`src/rtl/apu_pkg.sv`:
```
// Shared APU definitions: waveform selector and the length-counter lookup table
// used by the pulse, noise and wave channels.
package apu_pkg;

  typedef enum logic [1:0] {
    WAVE_TRI  = 2'd0,
    WAVE_SAW  = 2'd1,
    WAVE_RAMP = 2'd2,
    WAVE_SQR  = 2'd3
  } wave_mode_t;

  localparam int unsigned LEN_IDX_W = 5;
  localparam int unsigned LEN_CNT_W = 8;

  localparam logic [LEN_CNT_W-1:0] LEN_TABLE [32] = '{
    8'd10,  8'd254, 8'd20,  8'd2,   8'd40,  8'd4,   8'd80,  8'd6,
    8'd160, 8'd8,   8'd60,  8'd10,  8'd14,  8'd12,  8'd26,  8'd14,
    8'd12,  8'd16,  8'd24,  8'd18,  8'd48,  8'd20,  8'd96,  8'd22,
    8'd192, 8'd24,  8'd72,  8'd26,  8'd16,  8'd28,  8'd32,  8'd30
  };

  function automatic logic [LEN_CNT_W-1:0] len_lookup(input logic [LEN_IDX_W-1:0] idx);
    return LEN_TABLE[idx];
  endfunction

endpackage

```
`src/rtl/length_counter.sv`:
```
// APU length counter: table-loaded down-counter clocked by the half-frame tick.
// A load in the same cycle as a half tick takes priority over the decrement.
module length_counter
  import apu_pkg::*;
(
  input  logic                 clk,
  input  logic                 rst_l,
  input  logic                 disable_l,
  input  logic                 halt,
  input  logic                 half_clk_en,
  input  logic                 load,
  input  logic [LEN_IDX_W-1:0] load_idx,
  output logic                 non_zero
);

  logic [LEN_CNT_W-1:0] count;
  logic [LEN_CNT_W-1:0] count_nxt;

  always_comb begin
    count_nxt = count;
    if (!disable_l) begin
      count_nxt = '0;
    end else if (load) begin
      count_nxt = len_lookup(load_idx);
    end else if (half_clk_en && !halt && (count != '0)) begin
      count_nxt = count - LEN_CNT_W'(1);
    end
  end

  always_ff @(posedge clk) begin
    if (!rst_l) begin
      count    <= '0;
      non_zero <= 1'b0;
    end else begin
      count    <= count_nxt;
      non_zero <= (count_nxt != '0);
    end
  end

endmodule

```
`src/rtl/wave_timer.sv`:
```
// Period timer: holds the period register and a down-counter that reloads from it
// and emits a single-cycle tick each time it expires on a CPU tick.
module wave_timer #(
  parameter int unsigned TIMER_W = 11
) (
  input  logic               clk,
  input  logic               rst_l,
  input  logic               cpu_clk_en,
  input  logic               timer_load,
  input  logic [TIMER_W-1:0] timer_load_data,
  output logic [TIMER_W-1:0] period,
  output logic               tick_c
);

  logic [TIMER_W-1:0] count;

  assign tick_c = cpu_clk_en && (count == '0);

  // Loading the period never disturbs the running count; it takes effect on the next reload.
  always_ff @(posedge clk) begin
    if (!rst_l) begin
      period <= '0;
      count  <= '0;
    end else begin
      if (timer_load) begin
        period <= timer_load_data;
      end
      if (cpu_clk_en) begin
        count <= (count == '0) ? period : count - TIMER_W'(1);
      end
    end
  end

endmodule

```
`src/rtl/wave_channel.sv`:
```
// Generalised triangle channel: linear/length gating, period timer, sequencer and
// run-time selectable waveform decode (triangle, saw, ramp-down, square).
module wave_channel
  import apu_pkg::*;
#(
  parameter int unsigned SEQ_LEN_LOG2 = 5,
  parameter int unsigned SAMPLE_W     = 4,
  parameter int unsigned TIMER_W      = 11,
  parameter int unsigned LINEAR_W     = 7
) (
  input  logic                    clk,
  input  logic                    rst_l,
  input  logic                    cpu_clk_en,
  input  logic                    quarter_clk_en,
  input  logic                    half_clk_en,
  input  logic                    disable_l,
  input  logic                    length_halt,
  input  logic                    linear_load,
  input  logic [LINEAR_W-1:0]     linear_load_data,
  input  logic                    timer_load,
  input  logic [TIMER_W-1:0]      timer_load_data,
  input  logic                    length_load,
  input  logic [LEN_IDX_W-1:0]    length_load_data,
  input  logic                    mode_load,
  input  logic [1:0]              mode_data,
  input  logic                    ultra_mute_en,
  output logic                    length_non_zero,
  output logic [SEQ_LEN_LOG2-1:0] seq_pos,
  output logic [SAMPLE_W-1:0]     out
);

  localparam int unsigned SEQ_LAST = (1 << SEQ_LEN_LOG2) - 1;
  localparam int unsigned SHIFT    = SEQ_LEN_LOG2 - 1 - SAMPLE_W;
  localparam logic [SAMPLE_W-1:0] MAX_SAMPLE = '1;

  logic [TIMER_W-1:0]  period;
  logic                tick_c;
  logic [LINEAR_W-1:0] linear_reload;
  logic [LINEAR_W-1:0] linear_cnt;
  logic                reload_flag;
  wave_mode_t          mode;
  wave_mode_t          pend_mode;
  logic                pend_valid;
  logic                ultra_freeze;
  logic                advance;
  logic                wrap;

  wave_timer #(
    .TIMER_W (TIMER_W)
  ) u_timer (
    .clk             (clk),
    .rst_l           (rst_l),
    .cpu_clk_en      (cpu_clk_en),
    .timer_load      (timer_load),
    .timer_load_data (timer_load_data),
    .period          (period),
    .tick_c          (tick_c)
  );

  length_counter u_length (
    .clk         (clk),
    .rst_l       (rst_l),
    .disable_l   (disable_l),
    .halt        (length_halt),
    .half_clk_en (half_clk_en),
    .load        (length_load),
    .load_idx    (length_load_data),
    .non_zero    (length_non_zero)
  );

  // Linear counter; a load coinciding with a quarter tick reloads the new value and keeps the flag.
  always_ff @(posedge clk) begin
    if (!rst_l) begin
      linear_reload <= '0;
      linear_cnt    <= '0;
      reload_flag   <= 1'b0;
    end else begin
      if (linear_load) begin
        linear_reload <= linear_load_data;
      end
      if (quarter_clk_en) begin
        if (linear_load) begin
          linear_cnt <= linear_load_data;
        end else if (reload_flag) begin
          linear_cnt <= linear_reload;
        end else if (linear_cnt != '0) begin
          linear_cnt <= linear_cnt - LINEAR_W'(1);
        end
      end
      if (linear_load) begin
        reload_flag <= 1'b1;
      end else if (quarter_clk_en && !length_halt) begin
        reload_flag <= 1'b0;
      end
    end
  end

  assign ultra_freeze = ultra_mute_en && (period < TIMER_W'(2));
  assign advance      = tick_c && (linear_cnt != '0) && length_non_zero && !ultra_freeze;
  assign wrap         = advance && (seq_pos == SEQ_LEN_LOG2'(SEQ_LAST));

  // Sequencer and mode latch; a pending mode only takes over at the wrap to position 0.
  always_ff @(posedge clk) begin
    if (!rst_l) begin
      seq_pos    <= '0;
      mode       <= WAVE_TRI;
      pend_mode  <= WAVE_TRI;
      pend_valid <= 1'b0;
    end else begin
      if (advance) begin
        seq_pos <= wrap ? '0 : seq_pos + SEQ_LEN_LOG2'(1);
      end
      if (wrap && pend_valid) begin
        mode <= pend_mode;
      end
      if (mode_load) begin
        pend_valid <= 1'b1;
        pend_mode  <= wave_mode_t'(mode_data);
      end else if (wrap) begin
        pend_valid <= 1'b0;
      end
    end
  end

  // Sample decode from registered state only; the top bit of seq_pos marks the second half.
  always_comb begin
    out = MAX_SAMPLE;
    unique case (mode)
      WAVE_TRI: begin
        if (seq_pos[SEQ_LEN_LOG2-1]) begin
          out = SAMPLE_W'(seq_pos[SEQ_LEN_LOG2-2:0] >> SHIFT);
        end else begin
          out = MAX_SAMPLE - SAMPLE_W'(seq_pos[SEQ_LEN_LOG2-2:0] >> SHIFT);
        end
      end
      WAVE_SAW:  out = SAMPLE_W'(seq_pos >> (SHIFT + 1));
      WAVE_RAMP: out = MAX_SAMPLE - SAMPLE_W'(seq_pos >> (SHIFT + 1));
      WAVE_SQR:  out = seq_pos[SEQ_LEN_LOG2-1] ? '0 : MAX_SAMPLE;
    endcase
  end

endmodule

```
`config.mk`:
```
export PLATFORM = sky130hd
export DESIGN_NAME = wave_channel
export DESIGN_NICKNAME = d
export VERILOG_FILES = /design/src/rtl/apu_pkg.sv /design/src/rtl/length_counter.sv /design/src/rtl/wave_timer.sv /design/src/rtl/wave_channel.sv
export SDC_FILE = /design/constraint.sdc
export NUM_CORES = 1
export LEC_CHECK = 0
export CELL_PAD_IN_SITES_DETAIL_PLACEMENT = 2
export CELL_PAD_IN_SITES_GLOBAL_PLACEMENT = 2
export CORE_MARGIN = 2
export CORE_UTILIZATION = 35
export CTS_CLUSTER_SIZE = 14
export DETAILED_ROUTE_END_ITERATION = 8
export PLACE_DENSITY = 0.91
export SYNTH_ARGS = -nofsm -noshare
export SYNTH_HDL_FRONTEND = slang
export SYNTH_HIERARCHICAL = 1
export SYNTH_SLANG_ARGS = --single-unit
```
`constraint.sdc`:
```
create_clock -name clk -period 8 [get_ports clk]
set_input_delay 1.6 -clock clk [delete_from_list [all_inputs] [get_ports clk]]
set_output_delay 1.6 -clock clk [all_outputs]
set_load 0.01 [all_outputs]
```
==> metrics.md <==
| Metric | Value |
|---|---|
| Worst-margin pin slew | ~0.98 ns |
| Hold crit path type | flop to flop |
| Total routed wirelength | approximately 12,000 um |
| Post-DR wirelength/cell | between 20 and 25 um |
| Crit Path Category | input pin to flop |
| Antenna Cells | 0 |
| Sw Ratio | about two fifths |
| Slowest stage delay, CP | between 1 and 1.5 ns |
| Clock slew at reported path FFs | roughly 0.11 ns |
| Number of synthesized flops with an enable pin | 0 |
| # rows | 36 |
| Syn Area/Cell | between 8 and 9 sq um |
| Max-slew violations | 0 |
| CP max FO | 20 |
| P per Cell Area | roughly 240 nW/um^2 |
| Capture point of the critical path | u_timer/count[1] |
| I/O Buffers | 46 |
| Seq/Total Area, Yosys | roughly a third |
| Worst-skew pair later-pin latency | 0.32 ns |
| Setup crit start | rst_l |
| Grt ovf | 0 |
| Vias | about 3,300 |
| Total GRT Usage | 22.7% |
| Clk pwr share | 19.5% |
| Num Clock Sinks | 56 |
| Netlist cell types | 65 |
| Final #Nets | ~500 |
| Placer Congestion | between 0.7 and 0.8 |
| CP endpoint kind | flop |
| DIE AREA | 10,600 sq um |
| Leak | approximately 0.0015 uW |
| Crit-path slowest cell | clkdlybuf4s50_1 |
| Period utilisation layout | about half |
| Yosys warnings | 6 |
| Post-route ant nets | 0 |
| Core area | ~9600 sq um |
| Setup tns final | 0 ns |
| Iteration-0 DRC Markers | approximately 110 |
| Initial Util | 35.6% |
| Dpl hpwl | 8240 um |
| DR pass1 iterations | 4 |
| Layout cell share with drive strength beyond 1 | under 10% |
| Cell Chain, Critical Path | clkdlybuf4s50_1 > inv_1 > or4b_2 > o311ai_0 |
| Skew final | approximately 0.0098 ns |
| Drt drc | 0 |
| Internal power | 574 uW |
| Final setup fails | 0 |
| Flop-to-flop setup slack | between 4 and 5 ns |
| Register share of total power | about two fifths |
| Cell depth of the worst hold path | 2 |
| Max Buffers Root-to-Sink | 2 |
| # IOs | between 40 and 50 |
| Via density | approximately 5.7 |
| Reg2reg path depth | 9 |
| Post-layout min period | 3.86 ns |
| First-pass GRT wire length | between 15,000 and 20,000 um |
| # hold bufs at CTS | 0 |
| RSZ-0062 raised after global routing | false |
| NetSw | 400 uW |
| Maximum clock frequency | roughly 260 MHz |
| TritonCTS clock tree | yes |
| CTS Buf Count | 5 |
| Hold_ws | ~0.48 ns |
| Maximum vdd drop | around 0.00010 V |
| Share of flip-flops with an asynchronous set or reset | 0% |
| CTS resizes | 0 |
| Largest net degree at the start of global routing | 21 |
| Reg2reg end | mode[0] |
| Root buffer cell | clkbuf_8 |
| Synth Net Count | 466 |
| Die width | 103 um |
| FF-to-FF Start | u_timer/count[0] |
| Vias in the first global route | 3,684 |
| Antenna violations before repair | 0 |
| H-tree Lvls | 2 |
| Worst Path Arrival | slightly above 4 ns |
| P&R area growth vs syn | 18.2% |
| Status | finished, final reports clean |
| Synth Register Bits | 56 |
| Die Height | 103 um |
| Cell count after synthesis | between 400 and 500 |
| Critical Path Source Type | input pin |
| Max cap viols | 0 |
| Worst EP required | between 8 and 9 ns |
| Final Hold Vio Count | 0 |
| Combinational group share of total power | between 40% and 50% |
| Number of fill cells | 1,121 |
| Mapped cell area | approximately 3400 sq um |
| Slew headroom | 34.0% |
| Ys flop type | dfxtp_1 |
| Setup Fix Bufs, Post-CTS | 0 |
layout by cell type (no fill, tap or decap), types with 5 or more instances in the layout:
cell type | netlist | routed
clkdlybuf4s50_1 | 0 | 46
nand3_1 | 11 | 11
inv_1 | 20 | 20
xnor2_1 | 7 | 7
nand3b_1 | 5 | 5
ha_1 | 13 | 13
nor2_1 | 40 | 40
nand2b_1 | 7 | 7
nand2_1 | 37 | 37
dfxtp_1 | 56 | 56
o21ai_0 | 16 | 16
o311ai_0 | 7 | 7
mux2i_1 | 21 | 21
nor3b_1 | 6 | 6
a31oi_1 | 6 | 6
clkbuf_8 | 0 | 5
a21oi_1 | 35 | 35
nor3_1 | 7 | 7
o31ai_1 | 5 | 5
o21a_1 | 5 | 5
o211ai_1 | 7 | 7
worst max-delay path: cells and delay by family:
family	cells	cell delay, ns
and+or+nand+nor	1	0.75
buffers and inverters	2	1.61
AOI/OAI and AO/OA	1	0.11
worst min path at each step:
| stage | start | to | slack (ns) |
|---|---|---|---|
| floorplan | linear_reload[5] | linear_reload[5] | 0.43 |
| global placement | linear_reload[5] | linear_reload[5] | 0.44 |
| detailed placement | linear_reload[5] | linear_reload[5] | 0.46 |
| CTS | linear_reload[5] | linear_reload[5] | 0.48 |
| global route | linear_reload[5] | linear_reload[5] | 0.51 |
| finish | linear_reload[5] | linear_reload[5] | 0.48 |
sequential cells by signal, indices dropped and copies added (netlist names), 2 cells and up:
| name | flops |
|---|---|
| linear_reload | 7 |
| u_timer/count | 11 |
| linear_cnt | 7 |
| u_timer/period | 11 |
| seq_pos | 5 |
| pend_mode | 2 |
| mode | 2 |
| u_length/count | 8 |
per-layer routing:
metal  vias up  wire length [um]  GRT usage [%]
li1       1583                 -              -
met1      1661              5010           27.1
met2        57              6130           41.7
met3        25               276           2.98
met4         0               244           7.89
met5         -                 0              0
stage by stage:
step	utilization (%)	total power [uW]	setup slack, ns	instance area (sq um)	std cells
after floorplan	-	653	4.95	3430	416
after global placement	40.9	732	3.96	3950	571
after detailed placement	40.9	759	3.83	3950	571
after CTS	42.0	979	4.15	4050	579
after global routing	42.0	1040	4.04	4050	579
final	42.0	975	4.14	4050	579
logic make-up (layout without fill, tap and decap cells):
kind of cell / Yosys count / count (layout) / synth area share (%)
buf+inv: 45 / 75 / 5.55
compound gates: 116 / 116 / 22.9
mux: 24 / 24 / 7.11
xor+xnor: 9 / 9 / 2.30
fa+ha+maj: 13 / 13 / 4.74
flops: 56 / 56 / 32.7
simple gates: 153 / 153 / 24.7
power by group through the flow:
stage	combinational, uW	sequential, uW	clock (uW)
floorplan	293	361	0
global placement	360	372	0
detailed placement	382	377	0
finish	408	376	190
global route	449	382	206
CTS	409	375	195
cell usage after synthesis, types with 5 or more instances:
cell type / n / area, sq um
dfxtp_1: 56 / 1120
nand3b_1: 5 / 37.5
mux2i_1: 21 / 210
a21oi_1: 35 / 175
a31oi_1: 6 / 37.5
inv_1: 20 / 75.1
nor2_1: 40 / 150
o311ai_0: 7 / 61.3
o21ai_0: 16 / 80.1
nor3_1: 7 / 35.0
nand2_1: 37 / 139
nand2b_1: 7 / 43.8
xnor2_1: 7 / 61.3
nand3_1: 11 / 55.1
nor3b_1: 6 / 45.0
o21a_1: 5 / 37.5
buf_2: 5 / 25.0
clkbuf_1: 13 / 48.8
ha_1: 13 / 163
o211ai_1: 7 / 52.6
o31ai_1: 5 / 37.5
cell type report:
cell class                 count  area, sq um  area share (%)
timing repair buffer          46          460            11.4
tap                          133          166            4.11
clock inverter                 2         35.0           0.864
inverter                      21         78.8            1.95
clock buffer                   6         72.6            1.79
multi-input combinational    315         2120            52.3
sequential                    56         1120            27.7
(Power assumes the default switching activity.)
